$ cat src/rtl/fp_pkg.sv
// Shared floating-point definitions: class encoding, FCLASS bit positions
// and the field widths of the common IEEE 754 binary formats.
package fp_pkg;

  // FCLASS result vector width and bit positions (RISC-V order)
  localparam int FCLASS_W     = 10;
  localparam int FC_NEG_INF   = 0;
  localparam int FC_NEG_NORM  = 1;
  localparam int FC_NEG_SUB   = 2;
  localparam int FC_NEG_ZERO  = 3;
  localparam int FC_POS_ZERO  = 4;
  localparam int FC_POS_SUB   = 5;
  localparam int FC_POS_NORM  = 6;
  localparam int FC_POS_INF   = 7;
  localparam int FC_SNAN      = 8;
  localparam int FC_QNAN      = 9;

  // Operand class; each encoding equals its FCLASS bit index
  typedef enum logic [3:0] {
    CLS_NEG_INF    = 4'd0,
    CLS_NEG_NORMAL = 4'd1,
    CLS_NEG_SUB    = 4'd2,
    CLS_NEG_ZERO   = 4'd3,
    CLS_POS_ZERO   = 4'd4,
    CLS_POS_SUB    = 4'd5,
    CLS_POS_NORMAL = 4'd6,
    CLS_POS_INF    = 4'd7,
    CLS_SNAN       = 4'd8,
    CLS_QNAN       = 4'd9
  } fp_class_t;

  // IEEE 754 binary format field widths
  localparam int B16_EXP_W = 5;
  localparam int B16_MAN_W = 10;
  localparam int B32_EXP_W = 8;
  localparam int B32_MAN_W = 23;
  localparam int B64_EXP_W = 11;
  localparam int B64_MAN_W = 52;

  // One-hot FCLASS mask for a class (encoding doubles as the bit index)
  function automatic logic [FCLASS_W-1:0] class_onehot(input fp_class_t c);
    return {{(FCLASS_W-1){1'b0}}, 1'b1} << c;
  endfunction

endpackage

$ cat src/rtl/fp_lzc.sv
// Combinational leading-zero counter; an all-zero input yields WIDTH.
module fp_lzc #(
  parameter int WIDTH = 23
) (
  input  logic [WIDTH-1:0]           value,
  output logic [$clog2(WIDTH+1)-1:0] count
);

  localparam int CNT_W = $clog2(WIDTH+1);

  // Scan from LSB upward so the most significant set bit wins last
  always_comb begin
    count = CNT_W'(WIDTH);
    for (int i = 0; i < WIDTH; i++) begin
      if (value[i]) begin
        count = CNT_W'(WIDTH - 1 - i);
      end
    end
  end

endmodule

$ cat src/rtl/fp_unpack_pipe.sv
// Two-stage IEEE 754 operand unpacker: stage 1 registers the operand and its
// class, stage 2 registers the normalised exponent/significand and flags.
module fp_unpack_pipe
  import fp_pkg::*;
#(
  parameter int EXP_W    = 8,
  parameter int MAN_W    = 23,
  parameter int NORM_SUB = 1
) (
  input  logic                  clk,
  input  logic                  rst,
  input  logic                  in_valid,
  output logic                  in_ready,
  input  logic [EXP_W+MAN_W:0]  fp_in,
  output logic                  out_valid,
  input  logic                  out_ready,
  output logic                  sign,
  output logic [EXP_W+1:0]      exponent,
  output logic [MAN_W:0]        mantissa,
  output logic [FCLASS_W-1:0]   fclass,
  output logic                  is_special,
  output logic                  is_subnormal,
  output logic                  is_zero,
  output logic                  is_nan
);

  localparam int W    = 1 + EXP_W + MAN_W;
  localparam int LZ_W = $clog2(MAN_W + 1);
  localparam int XW   = EXP_W + 2;

  // Stage 1 state
  logic              s1_valid_reg;
  logic              s1_sign_reg;
  logic [EXP_W-1:0]  s1_exp_reg;
  logic [MAN_W-1:0]  s1_frac_reg;
  fp_class_t         s1_class_reg;

  // Stage 2 state
  logic              s2_valid_reg;
  logic              s2_sign_reg;
  logic [XW-1:0]     s2_exp_reg;
  logic [MAN_W:0]    s2_man_reg;
  logic [FCLASS_W-1:0] s2_fclass_reg;
  logic              s2_special_reg;
  logic              s2_sub_reg;
  logic              s2_zero_reg;
  logic              s2_nan_reg;

  // Handshake / advance
  logic s1_load;
  logic s2_load;

  // Input field split and classification
  logic              in_sign;
  logic [EXP_W-1:0]  in_exp;
  logic [MAN_W-1:0]  in_frac;
  fp_class_t         in_class_next;

  // Stage 2 datapath
  logic [LZ_W-1:0]   lz;
  logic [LZ_W:0]     lz_plus1;
  logic [MAN_W-1:0]  norm_frac;
  logic [XW-1:0]     s2_exp_next;
  logic [MAN_W:0]    s2_man_next;

  assign s2_load  = !s2_valid_reg || out_ready;
  assign s1_load  = !s1_valid_reg || s2_load;
  assign in_ready = s1_load;

  assign in_sign = fp_in[W-1];
  assign in_exp  = fp_in[W-2 -: EXP_W];
  assign in_frac = fp_in[MAN_W-1:0];

  // Classify the incoming operand from its exponent and fraction fields
  always_comb begin
    in_class_next = in_sign ? CLS_NEG_NORMAL : CLS_POS_NORMAL;
    if (&in_exp) begin
      if (in_frac == '0) begin
        in_class_next = in_sign ? CLS_NEG_INF : CLS_POS_INF;
      end else begin
        in_class_next = in_frac[MAN_W-1] ? CLS_QNAN : CLS_SNAN;
      end
    end else if (in_exp == '0) begin
      if (in_frac == '0) begin
        in_class_next = in_sign ? CLS_NEG_ZERO : CLS_POS_ZERO;
      end else begin
        in_class_next = in_sign ? CLS_NEG_SUB : CLS_POS_SUB;
      end
    end
  end

  // Stage 1 register: capture operand and class on each accepted transfer
  always_ff @(posedge clk) begin
    if (rst) begin
      s1_valid_reg <= 1'b0;
      s1_sign_reg  <= 1'b0;
      s1_exp_reg   <= '0;
      s1_frac_reg  <= '0;
      s1_class_reg <= CLS_NEG_INF;
    end else if (s1_load) begin
      s1_valid_reg <= in_valid;
      if (in_valid) begin
        s1_sign_reg  <= in_sign;
        s1_exp_reg   <= in_exp;
        s1_frac_reg  <= in_frac;
        s1_class_reg <= in_class_next;
      end
    end
  end

  fp_lzc #(
    .WIDTH (MAN_W)
  ) u_lzc (
    .value (s1_frac_reg),
    .count (lz)
  );

  // A subnormal's leading one moves into the hidden-bit position
  assign lz_plus1  = (LZ_W+1)'(lz) + (LZ_W+1)'(1);
  assign norm_frac = s1_frac_reg << lz_plus1;

  // Build the unpacked exponent and significand for the stage 1 class
  always_comb begin
    s2_exp_next = '0;
    s2_man_next = '0;
    case (s1_class_reg)
      CLS_NEG_NORMAL, CLS_POS_NORMAL: begin
        s2_exp_next = {2'b00, s1_exp_reg};
        s2_man_next = {1'b1, s1_frac_reg};
      end
      CLS_NEG_INF, CLS_POS_INF, CLS_SNAN, CLS_QNAN: begin
        s2_exp_next = {2'b00, s1_exp_reg};
        s2_man_next = {1'b0, s1_frac_reg};
      end
      CLS_NEG_SUB, CLS_POS_SUB: begin
        if (NORM_SUB != 0) begin
          s2_exp_next = XW'(0) - XW'(lz);
          s2_man_next = {1'b1, norm_frac};
        end else begin
          s2_exp_next = '0;
          s2_man_next = {1'b0, s1_frac_reg};
        end
      end
      default: begin
        s2_exp_next = '0;
        s2_man_next = '0;
      end
    endcase
  end

  // Stage 2 register: results and flags, held while the consumer stalls
  always_ff @(posedge clk) begin
    if (rst) begin
      s2_valid_reg   <= 1'b0;
      s2_sign_reg    <= 1'b0;
      s2_exp_reg     <= '0;
      s2_man_reg     <= '0;
      s2_fclass_reg  <= '0;
      s2_special_reg <= 1'b0;
      s2_sub_reg     <= 1'b0;
      s2_zero_reg    <= 1'b0;
      s2_nan_reg     <= 1'b0;
    end else if (s2_load) begin
      s2_valid_reg <= s1_valid_reg;
      if (s1_valid_reg) begin
        s2_sign_reg    <= s1_sign_reg;
        s2_exp_reg     <= s2_exp_next;
        s2_man_reg     <= s2_man_next;
        s2_fclass_reg  <= class_onehot(s1_class_reg);
        s2_special_reg <= (s1_class_reg == CLS_NEG_INF) || (s1_class_reg == CLS_POS_INF) ||
                          (s1_class_reg == CLS_SNAN)    || (s1_class_reg == CLS_QNAN);
        s2_sub_reg     <= (s1_class_reg == CLS_NEG_SUB)  || (s1_class_reg == CLS_POS_SUB);
        s2_zero_reg    <= (s1_class_reg == CLS_NEG_ZERO) || (s1_class_reg == CLS_POS_ZERO);
        s2_nan_reg     <= (s1_class_reg == CLS_SNAN)     || (s1_class_reg == CLS_QNAN);
      end
    end
  end

  assign out_valid    = s2_valid_reg;
  assign sign         = s2_sign_reg;
  assign exponent     = s2_exp_reg;
  assign mantissa     = s2_man_reg;
  assign fclass       = s2_fclass_reg;
  assign is_special   = s2_special_reg;
  assign is_subnormal = s2_sub_reg;
  assign is_zero      = s2_zero_reg;
  assign is_nan       = s2_nan_reg;

endmodule

$ cat config.mk
export PLATFORM = sky130hd
export DESIGN_NAME = fp_unpack_pipe
export DESIGN_NICKNAME = d
export VERILOG_FILES = /design/src/rtl/fp_pkg.sv /design/src/rtl/fp_lzc.sv /design/src/rtl/fp_unpack_pipe.sv
export SDC_FILE = /design/constraint.sdc
export NUM_CORES = 1
export LEC_CHECK = 0
export ABC_AREA = 1
export BUFFER_PORTS_ARGS = -buffer_cell sky130_fd_sc_hd__clkbuf_2
export CAP_MARGIN = 10
export CORE_MARGIN = 10
export CORE_UTILIZATION = 55
export CTS_CLUSTER_DIAMETER = 50
export DETAILED_ROUTE_END_ITERATION = 8
export HOLD_SLACK_MARGIN = 0.03
export PLACE_DENSITY = 0.79
export SLEW_MARGIN = 20
export SYNTH_ARGS = -nofsm -noshare
export SYNTH_HDL_FRONTEND = slang
export SYNTH_SLANG_ARGS = --single-unit
$ cat constraint.sdc
create_clock -name clk -period 3.81 [get_ports clk]
set_clock_uncertainty 0.2 [all_clocks]
set_input_delay 0.5715 -clock clk [delete_from_list [all_inputs] [get_ports clk]]
set_output_delay 0.5715 -clock clk [all_outputs]
set_load 0.05 [all_outputs]
---- Word level (Yosys, flattened, before mapping) ----
Cells that the tools add are included.
storage, ports and cells
  register bits after elaboration ......... 87
  input port bits ......................... 36
  logic and storage cells ................. 81
cells by class
  add/sub/neg operators ................... 2
  equality and inequality tests ........... 9
  shifts and indexed selects .............. 2
  multiplexer cells ....................... 34
  reductions and logical operators ........ 20
operators with widths
  kind                    number
  $mux W5                 16
  $pmux W24 S3            1
  $mux W3                 10
  $logic_not A23 Y1       1
  $shl A23 B6 Y23         1
  $pmux W10 S2            1
  $eq A4 B3 Y1 const B    4
  $shl A1 B4 Y10 const A  1
  $eq A4 B2 Y1 const B    2
  $eq A4 B4 Y1 const B    2
  $logic_not A8 Y1        1
  $logic_or A1 B1 Y1      8
  $mux W4                 2
  $reduce_and A8 Y1       1
  $add A5 B1 Y6 const B   1
  $reduce_or A6 Y1        1
  $sub A1 B5 Y6 const A   1
  $eq A4 B1 Y1 const B    1
  $logic_not A4 Y1        1
  $mux W2                 2
  $reduce_and A2 Y1       2
  $reduce_or A2 Y1        2
  $reduce_or A4 Y1        1
  $logic_not A1 Y1        2
  $mux W1                 2

---- Longest topological paths before layout ----
Gate-level depths: netlist (run 1).
  word-level depth ........................ 26
  mapped depth ............................ 37

---- Cells and area by module ----
Synthesis (run 1) repeated with hierarchy kept, for this count alone.
unflattened totals
  cells, all modules ...................... 787
  area total of the unflattened synthesis .. 5,079.9 µm²
by module, submodules not included
  module          times used  cells each  area each (µm²)
  fp_unpack_pipe  1           720         4,757.1
  fp_lzc          1           67          322.8

---- Worst setup path before layout (run 1) ----
OpenSTA, ideal clock, no wires.
  kind .................................... reg2reg
  from .................................... reg s1_frac_reg[1]
  to ...................................... reg s2_man_reg[22], in the netlist mantissa[22]
  setup time .............................. 0.121 ns
  arrival time ............................ 2.900 ns
  required time ........................... 3.489 ns
  slack ................................... 0.589 ns
  cell stages (with the launch flop) ...... 37
  buffers on the path ..................... 2
  clock period less this slack ............ 3.221 ns
  path through ............................ dfxtp_1 inv_2 nand2_1 nand2_1 nand2_1 nand2_1 nand2_1 nand2_1 nand2_1 nand2_1 nand2_1 nand2_1 nand2_1 nand2_1 nand2_1 nand2_1 nand2_1 nand2_1 nand2_1 nand2_1 nand2_1 nand2_2 nand2_4 buf_6 ha_1 inv_1 nor2_1 nor2_1 inv_1 clkbuf_1 o311ai_0 a21oi_1 nand2_1 nand2_1 nand2_1 nand2_1 a21oi_1
on the way
  longest elaborated chain between the ends .. 25
RTL lines
  what                    RTL line               source
  start, declared         fp_unpack_pipe.sv:35   logic [MAN_W-1:0] s1_frac_reg;
  start signal, assigned  fp_unpack_pipe.sv:105  s1_frac_reg <= in_frac;
  $mux W2 (2 in series)   fp_lzc.sv:15           if (value[i]) begin
  $mux W3 (4 in series)   fp_lzc.sv:15
  $mux W5 (16 in series)  fp_lzc.sv:15
  $add A5 B1 Y6           fp_unpack_pipe.sv:119  assign lz_plus1 = (LZ_W+1)'(lz) + (LZ_W+1)'(1);
  $shl A23 B6 Y23 *       fp_unpack_pipe.sv:120  assign norm_frac = s1_frac_reg << lz_plus1;
  $pmux W24 S3 *          fp_unpack_pipe.sv:126  case (s1_class_reg)
  end signal, assigned    fp_unpack_pipe.sv:168  s2_man_reg <= s2_man_next;
  end, declared           fp_unpack_pipe.sv:42   logic [MAN_W:0] s2_man_reg;
Mark *: on every way between the ends. The rest lies on a longest branch, timed or not.
A chain may end at the register's enable or synchronous reset.

---- Worst setup path after layout (run 1) ----
  from .................................... reg s1_frac_reg[3]
  to ...................................... reg s2_man_reg[19], in the netlist mantissa[19]
on the way
  longest elaborated chain between the ends .. 23
RTL lines
  what                    RTL line
  $mux W3 (4 in series)   fp_lzc.sv:15
  $mux W5 (16 in series)  fp_lzc.sv:15
  $add A5 B1 Y6           fp_unpack_pipe.sv:119
  $shl A23 B6 Y23 *       fp_unpack_pipe.sv:120
  $pmux W24 S3 *          fp_unpack_pipe.sv:126
Marked as above.

==> results of run 1 <==
-- path summary, 6_finish.rpt --
check,startpoint,cells after the start,endpoint
setup / recovery,s1_frac_reg[3]$_SDFFE_PP0P_,32,mantissa[19]$_SDFFE_PP0P_
hold / removal,mantissa[12]$_SDFFE_PP0P_,2,mantissa[12]$_SDFFE_PP0P_
setup reg to reg,s1_frac_reg[3]$_SDFFE_PP0P_,32,mantissa[19]$_SDFFE_PP0P_
hold reg to reg,mantissa[12]$_SDFFE_PP0P_,2,mantissa[12]$_SDFFE_PP0P_
-- cell usage after synthesis (2+ instances only) --
library cell	count	area [sq um]
nand2_1	226	848
nor2_2	2	12.5
nand3_2	3	30.0
and2_0	2	12.5
a211oi_1	2	15.0
nand4_1	7	43.8
nor2_1	47	176
nor3_1	4	20.0
buf_4	4	30.0
o21ai_1	3	15.0
clkbuf_1	27	101
buf_6	5	56.3
inv_2	10	37.5
o22ai_1	11	68.8
buf_2	8	40.0
nand2_2	5	31.3
inv_1	50	188
a31oi_1	3	18.8
a21oi_1	85	425
o21ai_0	48	240
o211ai_1	8	60.1
o311ai_0	2	17.5
a21oi_2	4	35.0
nor4_1	9	56.3
dfxtp_1	86	1720
ha_1	4	50.1
nand3_1	111	556
-- layer usage --
layer | wire (um) | GRT usage [%] | share of wire [%] | vias to the layer above
met5 | 0 | 0 | 0 | -
met4 | 306 | 6.59 | 1.9 | 0
met3 | 1780 | 4.64 | 11 | 31
met2 | 7260 | 37.9 | 44 | 311
met1 | 7160 | 33.7 | 43 | 2589
li1 | - | - | - | 2785
-- power by group through the flow --
| stage | registers, uW | clock network (uW) | logic [uW] |
|---|---|---|---|
| global placement | 1010 | 0 | 959 |
| CTS | 988 | 630 | 961 |
| floorplan | 1070 | 0 | 637 |
| detailed placement | 1010 | 0 | 957 |
| finish | 990 | 618 | 985 |
| global route | 995 | 661 | 1080 |
-- final cells by class --
cell class	instances	area share, %
multi-input cells	596	49.7
flip-flops and latches	86	30.3
repair buffers	105	10.3
inverters	60	3.97
clock buffers	10	2.42
well taps	108	2.38
clock inverters	6	0.926
-- worst min-delay path: stages, from the launching register on --
cell and delay, ns:
dfxtp_1 0.32, nand2_1 0.06, a21oi_1 0.05
-- logic make-up (layout without fill, tap and decap cells) --
logic type	Yosys count	after routing	share of synthesized area (%)
xor+xnor	1	1	0.175
flops	86	86	34.4
buf+inv	106	181	9.30
fa+ha+maj	4	4	1.00
compound gates	171	171	18.7
simple gates	420	420	36.4
-- metrics by stage --
step | instances | instance area, sq um
after floorplan | 788 | 5010
final | 971 | 5680
after global routing | 971 | 5680
after global placement | 955 | 5490
after detailed placement | 955 | 5490
after CTS | 971 | 5680
==> load_flow_metrics.sql, run 1 <==
INSERT INTO impl_metrics (metric_group, metric, value, unit) VALUES
('global_routing', 'maximum_number_of_pins_on_one_net_before_global_route_repair', '62', ''),
('finish', 'most-common-layout-cells', 'nand2_1 (226), nand3_1 (111), dfxtp_1 (86), clkbuf_2 (86), a21oi_1 (85)', ''),
('worst_setup_path', 'timing.critical_path.slowest_cell_delay', '0.44', 'ns'),
('floorplanning', 'area_of_the_placeable_core', '8810', 'sq um'),
('worst_setup_path', 'critical_path.n_buffers_inverters', '4', ''),
('finish', 'insertedDiodeCount', '0', ''),
('yosys', 'register_bit_total_from_synthesis', '86', ''),
('yosys', 'synth-edff-count', '0', ''),
('sta', 'finalCriticalPeriod', '3.40', 'ns'),
('sta', 'timing.final.hold_violations', '0', ''),
('worst_setup_path', 'regToRegSetupSlack', '0.41', 'ns'),
('sta', 'final-setup-viol-count', '0', ''),
('floorplanning', 'start_util', '56.8', '%'),
('yosys', 'post_synth_num_cell_types', '39', ''),
('power_and_ir_drop', 'totalPowerFinal', '2590', 'uW'),
('clock_network', 'clk-insertion-delay-late', '0.37', 'ns'),
('hold_path', 'hold_class', 'reg2reg', ''),
('worst_setup_path', 'critPathLaunchType', 'flop', ''),
('clock_network', 'clock_sinks', '86', ''),
('power_and_ir_drop', 'p_clk_share', '23.8', '%'),
('place', 'portBuffers', '86', ''),
('sta', 'count_of_final_max_slew_check_failures', '0', ''),
('yosys', 'synthCells', '788', ''),
('finish', 'area_growth_syn_to_layout', '13.4', '%'),
('run', 'max_cap_violations', '0', ''),
('yosys', 'post_synth.cell_area_avg', '6.35', 'sq um'),
('yosys', 'syn_nets', '828', ''),
('power_and_ir_drop', 'power_switching', '1080', 'uW'),
('clock_network', 'ctsHtreeMaxLevel', '3', ''),
('clock_network', 'root_buffer', 'clkbuf_8', ''),
('clock_network', 'tritoncts_clock_tree', 'built', ''),
('sta', 'fin_worst_setup_slack', '0.408', 'ns'),
('sta', 'grt_setup_unrepaired', 'false', ''),
('global_routing', 'grt.overflow.total', '0', ''),
('global_routing', 'first_global_vias', '5262', ''),
('global_routing', 'wire_length_of_the_first_global_routing_pass', '26400', 'um'),
('worst_setup_path', 'critical_path.top_delay_family', 'simple AND/OR/NAND/NOR gates', ''),
('global_routing', 'global_route.usage.total', '24.4', '%'),
('clock_network', 'cts_hold_repair.buffers', '0', ''),
('routing', 'routed_wl', '16500', 'um'),
('floorplanning', 'top_level_ports', '87', ''),
('clock_network', 'cts.repair.resized', '0', ''),
('floorplanning', 'die_area', '13300', 'sq um'),
('yosys', 'post_synth_instance_area', '5010', 'sq um'),
('routing', 'via_per_inst', '5.89', ''),
('place', 'place_congestion', '1.01', ''),
('yosys', 'postSynth.asyncResetShare', '0', '%'),
('finish', 'layout.cells.most_common', 'nand2_1', ''),
('power_and_ir_drop', 'intPower', '1510', 'uW'),
('clock_network', 'clk_pin_slew', '0.09', 'ns'),
('yosys', 'number_of_warning_messages_in_the_yosys_log', '0', ''),
('routing', 'average_routed_wire_per_standard_cell', '17.0', 'um'),
('finish', 'combined_area_of_the_multi_input_logic_cells', '2820', 'sq um'),
('clock_network', 'cts-root-to-sink-buffers', '2', ''),
('yosys', 'sequential_area_share_after_synthesis', '34.4', '%'),
('sta', 'worst_max_slew_margin_expressed_relative_to_the_limit', '39.1', '%'),
('yosys', 'synth-main-ff-cell', 'dfxtp_1', ''),
('status', 'run_status', 'completed', ''),
('power_and_ir_drop', 'pwr-share-seq', '38.2', '%'),
('worst_setup_path', 'critPathArrivalTime', '3.50', 'ns'),
('worst_setup_path', 'timing.setup.critical_path_class', 'reg2reg', ''),
('power_and_ir_drop', 'comb_power_share', '38.0', '%'),
('routing', 'vias_post_dr', '5716', ''),
('sta', 'fin_worst_hold_slack', '0.269', 'ns'),
('routing', 'remaining_drc_errors', '0', ''),
('power_and_ir_drop', 'power_switching_share', '41.6', '%'),
('sta', 'max_freq', '0.294', 'GHz'),
('finish', 'postLayoutCoreUtil', '64.5', '%'),
('finish', 'nets', '898', ''),
('routing', 'postRouteAntennaNets', '0', ''),
('routing', 'drt_initial_violations', '686', '');
Note: power is estimated with default switching activity, not from simulation.
==> run 2, diff against run 1 <==
Settings changed: GPL_TIMING_DRIVEN set to 0, SLEW_MARGIN 20 to unset.
Clock period 3.81 ns to 3.4 ns, I/O delays scaled along.
==> run 2 against run 1 <==
Combinational power increased by 30%. Highest routed layer unchanged. The flow now finishes with violations (negative setup slack). Die area unchanged. Sequential cell count unchanged. Worst setup slack got worse by 0.55 ns.
==> load_flow_metrics.sql, run 2 (same netlist as run 1, synthesis figures left out) <==
INSERT INTO impl_metrics (metric_group, metric, value, unit) VALUES
('worst_setup_path', 'reg_to_reg_critical_path_endpoint', 'mantissa[20]$_SDFFE_PP0P_', ''),
('finish', 'area_growth_syn_to_layout', '22.8', '%'),
('sta', 'timing.final.hold_violations', '0', ''),
('floorplanning', 'die-width', '115', 'um'),
('place', 'place_congestion', '1.02', ''),
('finish', 'layout.cells.most_common', 'nand2_1', ''),
('power_and_ir_drop', 'max-vdd-ir-drop', '0.000249', 'V'),
('sta', 'grt_setup_unrepaired', 'true', ''),
('hold_path', 'worst_hold_path.num_cells', '3', ''),
('global_routing', 'initial_antenna_violation_count', '0', ''),
('worst_setup_path', 'worstReg2RegStart', 's1_frac_reg[2]$_SDFFE_PP0P_', ''),
('sta', 'min_period_over_period', '104', '%'),
('global_routing', 'grt_util_met1', '34.5', '%'),
('floorplanning', 'die_area', '13300', 'sq um'),
('floorplanning', 'die_h', '115', 'um'),
('finish', 'most-common-layout-cells', 'nand2_1 (223), nand3_1 (105), clkbuf_2 (86), dfxtp_1 (81), a21oi_1 (78)', ''),
('sta', 'tightestPinTransition', '0.662', 'ns'),
('sta', 'final-setup-viol-count', '19', ''),
('worst_setup_path', 'number_of_cell_instances_on_the_worst_register_to_register_path', '34', ''),
('hold_path', 'hold_class', 'in2reg', ''),
('place', 'post_dp_cell_area', '5570', 'sq um'),
('sta', 'finalCriticalPeriod', '3.54', 'ns'),
('worst_setup_path', 'timing.critical_path.slowest_cell_delay', '0.35', 'ns'),
('routing', 'postRouteAntennaNets', '0', ''),
('finish', 'largest_register_ffs', '24', ''),
('global_routing', 'wire_length_of_the_first_global_routing_pass', '28200', 'um'),
('clock_network', 'tritoncts_clock_tree', 'built', ''),
('global_routing', 'grt.overflow.total', '0', ''),
('place', 'dp.final_hpwl', '13800', 'um'),
('power_and_ir_drop', 'p_per_area', '514', 'nW/um^2'),
('worst_setup_path', 'critPathMaxFanout', '10', ''),
('clock_network', 'clk_pin_slew', '0.09', 'ns'),
('floorplanning', 'top_level_ports', '87', ''),
('finish', 'nets', '944', ''),
('sta', 'fin_worst_hold_slack', '0.232', 'ns'),
('finish', 'share_of_final_layout_standard_cells_stronger_than_drive_strength_1', '22.3', '%'),
('place', 'portBuffers', '86', ''),
('clock_network', 'cts-root-to-sink-buffers', '2', ''),
('worst_setup_path', 'timing.setup.critical_path_class', 'reg2reg', ''),
('worst_setup_path', 'critical_path.startpoint', 's1_frac_reg[2]$_SDFFE_PP0P_', ''),
('sta', 'max_freq', '0.282', 'GHz'),
('global_routing', 'global_route.usage.total', '26.5', '%'),
('worst_setup_path', 'crit_path_top_delay_cell', 'ha_4', ''),
('routing', 'via_per_inst', '6.01', ''),
('sta', 'count_of_final_max_slew_check_failures', '0', ''),
('run', 'max_cap_violations', '0', ''),
('power_and_ir_drop', 'totalPowerFinal', '3160', 'uW'),
('floorplanning', 'num_rows', '34', ''),
('routing', 'remaining_drc_errors', '0', ''),
('finish', 'insertedDiodeCount', '0', ''),
('clock_network', 'clk-insertion-delay-late', '0.36', 'ns'),
('sta', 'fin_worst_setup_slack', '-0.143', 'ns'),
('power_and_ir_drop', 'static-leakage-power', '0.00280', 'uW'),
('routing', 'routed_wl', '18300', 'um'),
('routing', 'drt_pre_antenna_iters', '7', ''),
('floorplanning', 'area_of_the_placeable_core', '8810', 'sq um'),
('routing', 'drt_initial_violations', '713', ''),
('clock_network', 'root_buffer', 'clkbuf_8', ''),
('worst_setup_path', 'cp_required', '3.50', 'ns'),
('global_routing', 'grt_use_met3', '6.35', '%'),
('global_routing', 'first_global_vias', '5595', ''),
('routing', 'average_routed_wire_per_standard_cell', '18.0', 'um'),
('worst_setup_path', 'critPathArrivalTime', '3.65', 'ns'),
('finish', 'layout.cell_area.non_filler', '6150', 'sq um'),
('worst_setup_path', 'crit_path_end_kind', 'flop', ''),
('routing', 'vias_post_dr', '6116', ''),
('worst_setup_path', 'crit_path_end', 'mantissa[20]$_SDFFE_PP0P_', ''),
('status', 'run_status', 'finished with violations', ''),
('worst_setup_path', 'regToRegSetupSlack', '-0.14', 'ns'),
('worst_setup_path', 'critPathLaunchType', 'flop', ''),
('global_routing', 'maximum_number_of_pins_on_one_net_before_global_route_repair', '16', ''),
('global_routing', 'use_met2', '41.8', '%'),
('floorplanning', 'start_util', '56.8', '%'),
('clock_network', 'clock_sinks', '86', ''),
('sta', 'worst_max_slew_margin_expressed_relative_to_the_limit', '55.9', '%'),
('clock_network', 'ctsHtreeMaxLevel', '3', ''),
('global_routing', 'gr-max-usage-layer', 'met2', ''),
('clock_network', 'numCtsBuffers', '9', ''),
('status', 'violations', 'negative setup slack', ''),
('worst_setup_path', 'cpMostUsedCell', 'nand2_1', '');
## run 2: cell count changes in the layout (fill, tap and decap cells not counted), moves of 5 or more
cell	change
buf_2	+5
buf_6	+7
dfxtp_1	-5
a21oi_2	+6
nand3_1	-6
dfxtp_2	+5
buf_4	+7
clkbuf_1	+23
nand3_2	+6
inv_4	+6
a21oi_1	-7
## run 2: cell type report
type / instances / area, sq um
sequential: 86 / 1730
fill: 788 / 2660
multi-input combinational: 596 / 2980
clock inverter: 6 / 67.6
tap: 108 / 135
inverter: 60 / 240
clock buffer: 10 / 138
buffer: 45 / 273
timing repair buffer: 106 / 588
## run 2: what timing repair did
item,4_1_cts,5_1_grt
hold buffers,0,0
endpoints found under the setup margin,24,23
cloned,1,0
gates resized for setup,36,34
pin swaps,4,17
setup buffers,7,12
## run 2: worst min path at each step
stage | from | endpoint | slack [ns]
2_1_floorplan | s1_exp_reg[0]$_SDFFE_PP0P_ | s1_exp_reg[0]$_SDFFE_PP0P_ | 0.23
3_3_place_gp | mantissa[4]$_SDFFE_PP0P_ | mantissa[4]$_SDFFE_PP0P_ | 0.25
3_5_place_dp | mantissa[0]$_SDFFE_PP0P_ | mantissa[0]$_SDFFE_PP0P_ | 0.26
4_1_cts | fp_in[26] | s1_exp_reg[3]$_SDFFE_PP0P_ | 0.22
5_1_grt | fp_in[26] | s1_exp_reg[3]$_SDFFE_PP0P_ | 0.24
6_report | fp_in[26] | s1_exp_reg[3]$_SDFFE_PP0P_ | 0.23
## run 2: per-stage QoR
step	TNS (ns)	util [%]	worst slack, ns	instances
floorplan	0	-	0.179	788
global placement	-12.26	63.3	-0.667	982
detailed placement	-14.68	63.3	-0.758	982
CTS	0	67.4	0.00239	1005
global route	-5.74	69.8	-0.325	1017
finish	-1.03	69.8	-0.143	1017
## run 2: power breakdown
| part | leakage (uW) | internal [uW] | switching (uW) |
|---|---|---|---|
| Combinational | 0.00199 | 418 | 865 |
| Sequential | 0.000707 | 1060 | 47.3 |
| Clock | 0.0000993 | 364 | 402 |
| Total | 0.00280 | 1840 | 1310 |
## run 2: worst max-delay path, delay by kind of cell, from the launching register on
family	cells	cell delay (ns)
AOI/OAI and AO/OA	1	0.10
and+or+nand+nor	28	2.01
adders and majority gates	1	0.35
DFF	1	0.33
buffers and inverters	4	0.49
## run 2: metal layers
metal  up-vias  part of all wire, %
li1       2884                    -
met1      2809                   42
met2       349                   44
met3        74                   11
met4         0                  3.2
met5         -                    0
==> run 3, diff against run 2 <==
Settings changed: RECOVER_POWER set to 100.
==> run 3 against run 2 <==
The run still ends with negative setup slack left. Highest routed layer unchanged. Non-clock buffer count unchanged. Critical path type unchanged. Sequential cell count unchanged. First-iteration DRC count increased by 14%. Worst setup slack got worse by 0.0090 ns. Clock-buffer cell count unchanged. Sequential power about the same. Die area unchanged. Clock power about the same. Via count decreased by 0.69%. Final cell count unchanged.
==> load_flow_metrics.sql, run 3 (same netlist as run 1, synthesis figures left out) <==
INSERT INTO impl_metrics (metric_group, metric, value, unit) VALUES
('routing', 'postRouteAntennaNets', '0', ''),
('sta', 'final-setup-viol-count', '20', ''),
('place', 'dp.final_hpwl', '13800', 'um'),
('floorplanning', 'num_rows', '34', ''),
('status', 'run_status', 'finished with violations', ''),
('power_and_ir_drop', 'static-leakage-power', '0.00262', 'uW'),
('status', 'violations', 'negative setup slack', ''),
('power_and_ir_drop', 'max-vdd-ir-drop', '0.000248', 'V'),
('finish', 'area_growth_syn_to_layout', '21.5', '%'),
('global_routing', 'global_route.usage.total', '26.5', '%'),
('global_routing', 'grt.overflow.total', '0', ''),
('worst_setup_path', 'cpMostUsedCell', 'nand2_1', ''),
('routing', 'routed_wl', '18400', 'um'),
('floorplanning', 'die-width', '115', 'um'),
('clock_network', 'tritoncts_clock_tree', 'built', ''),
('sta', 'timing.final.hold_violations', '0', ''),
('place', 'place_congestion', '1.02', ''),
('worst_setup_path', 'regToRegSetupSlack', '-0.15', 'ns'),
('floorplanning', 'die_h', '115', 'um'),
('worst_setup_path', 'cp_required', '3.50', 'ns'),
('floorplanning', 'start_util', '56.8', '%'),
('sta', 'tightestPinTransition', '0.683', 'ns'),
('floorplanning', 'area_of_the_placeable_core', '8810', 'sq um'),
('finish', 'layout.cells.most_common', 'nand2_1', ''),
('place', 'place.detailed.instances', '982', ''),
('routing', 'drt_initial_violations', '815', ''),
('floorplanning', 'die_area', '13300', 'sq um'),
('global_routing', 'wire_length_of_the_first_global_routing_pass', '28200', 'um'),
('clock_network', 'ctsHtreeMaxLevel', '3', ''),
('power_and_ir_drop', 'p_per_area', '518', 'nW/um^2'),
('clock_network', 'clk-insertion-delay-late', '0.36', 'ns'),
('sta', 'worst_max_slew_margin_expressed_relative_to_the_limit', '54.5', '%'),
('place', 'portBuffers', '86', ''),
('worst_setup_path', 'critPathLaunchType', 'flop', ''),
('clock_network', 'clock_sinks', '86', ''),
('worst_setup_path', 'critical_path.startpoint', 's1_frac_reg[2]$_SDFFE_PP0P_', ''),
('global_routing', 'maximum_number_of_pins_on_one_net_before_global_route_repair', '16', ''),
('worst_setup_path', 'timing.critical_path.slowest_cell_delay', '0.35', 'ns'),
('worst_setup_path', 'crit_path_top_delay_cell', 'ha_4', ''),
('sta', 'max_freq', '0.282', 'GHz'),
('sta', 'min_period_over_period', '104', '%'),
('worst_setup_path', 'worstReg2RegStart', 's1_frac_reg[2]$_SDFFE_PP0P_', ''),
('sta', 'finalCriticalPeriod', '3.55', 'ns'),
('finish', 'layout.cell_area.non_filler', '6080', 'sq um'),
('finish', 'insertedDiodeCount', '0', ''),
('worst_setup_path', 'critPathMaxFanout', '10', ''),
('run', 'max_cap_violations', '0', ''),
('worst_setup_path', 'critPathArrivalTime', '3.66', 'ns'),
('sta', 'grt_setup_unrepaired', 'true', ''),
('clock_network', 'root_buffer', 'clkbuf_8', ''),
('sta', 'count_of_final_max_slew_check_failures', '0', ''),
('finish', 'largest_register_ffs', '24', ''),
('clock_network', 'numCtsBuffers', '9', ''),
('global_routing', 'first_global_vias', '5595', ''),
('hold_path', 'min_from', 'fp_in[26]', ''),
('routing', 'via_per_inst', '5.97', ''),
('sta', 'fin_worst_hold_slack', '0.228', 'ns'),
('hold_path', 'hold_class', 'in2reg', ''),
('finish', 'share_of_final_layout_standard_cells_stronger_than_drive_strength_1', '16.4', '%'),
('finish', 'final_cells', '1017', ''),
('power_and_ir_drop', 'totalPowerFinal', '3150', 'uW'),
('worst_setup_path', 'crit_path_end_kind', 'flop', ''),
('routing', 'drt_pre_antenna_iters', '7', ''),
('finish', 'most-common-layout-cells', 'nand2_1 (223), nand3_1 (105), dfxtp_1 (81), a21oi_1 (78), clkbuf_1 (76)', ''),
('clock_network', 'clk_pin_slew', '0.09', 'ns'),
('routing', 'remaining_drc_errors', '0', ''),
('clock_network', 'cts-root-to-sink-buffers', '2', ''),
('routing', 'average_routed_wire_per_standard_cell', '18.1', 'um'),
('floorplanning', 'top_level_ports', '87', ''),
('sta', 'fin_worst_setup_slack', '-0.152', 'ns'),
('place', 'post_dp_cell_area', '5570', 'sq um'),
('finish', 'nets', '944', ''),
('worst_setup_path', 'timing.setup.critical_path_class', 'reg2reg', ''),
('global_routing', 'initial_antenna_violation_count', '0', ''),
('routing', 'vias_post_dr', '6074', '');
[run 3: cell count changes in the layout (fill, tap and decap cells not counted)]
| cell | previous run | this run |
|---|---|---|
| clkbuf_2 | 86 | 33 |
| inv_1 | 47 | 48 |
| clkbuf_1 | 23 | 76 |
| inv_2 | 7 | 6 |
[run 3: through the flow]
step	setup TNS, ns	worst slack, ns	utilization (%)
4_1_cts	0	0.00239	67.4
5_1_grt	-5.74	-0.325	69.1
6_report	-1.45	-0.152	69.1
3_3_place_gp	-12.26	-0.667	63.3
3_5_place_dp	-14.68	-0.758	63.3
2_1_floorplan	0	0.179	-
[run 3: path summary, 6_finish.rpt]
| path | end | cells after the start |
|---|---|---|
| max | mantissa[20]$_SDFFE_PP0P_ | 34 |
| min | s1_exp_reg[3]$_SDFFE_PP0P_ | 3 |
| max reg2reg | mantissa[20]$_SDFFE_PP0P_ | 34 |
| min reg2reg | exponent[6]$_SDFFE_PP0P_ | 2 |
[run 3: worst max-delay path, delay by kind of cell, from the launching register on]
kind / cells / cell delay, ns
adder cells (fa/ha/maj): 1 / 0.35
buffers and inverters: 4 / 0.49
AO/OA/AOI/OAI: 1 / 0.10
AND/OR/NAND/NOR: 28 / 2.02
flip-flops: 1 / 0.33
[run 3: timing repair]
action	in CTS	in global routing
setup buffers	7	12
hold buffers	0	0
gates resized for setup	36	34
endpoints found under the setup margin	24	23
pin swaps	4	17
gates cloned	1	0
[run 3: report_power, final]
| group | internal (uW) | total [uW] | switching (uW) |
|---|---|---|---|
| Sequential | 1060 | 1110 | 47.5 |
| Combinational | 412 | 1280 | 865 |
| Clock | 364 | 766 | 402 |
| Total | 1840 | 3150 | 1310 |
[run 3: per-layer routing]
layer  share of wire (%)  vias to the layer above  track usage, %
li1                    -                     2879               -
met1                  42                     2772            34.5
met2                  45                      365            41.8
met3                  11                       58            6.35
met4                 2.8                        0            9.38
met5                   0                        -               0
[run 3: cell type report]
cell class	count	area (sq um)
Fill cell	820	2720
Sequential cell	86	1730
Clock inverter	6	67.6
Inverter	60	240
Multi-Input combinational cell	596	2980
Timing Repair Buffer	106	522
Tap cell	108	135
Buffer	45	273
Clock buffer	10	138
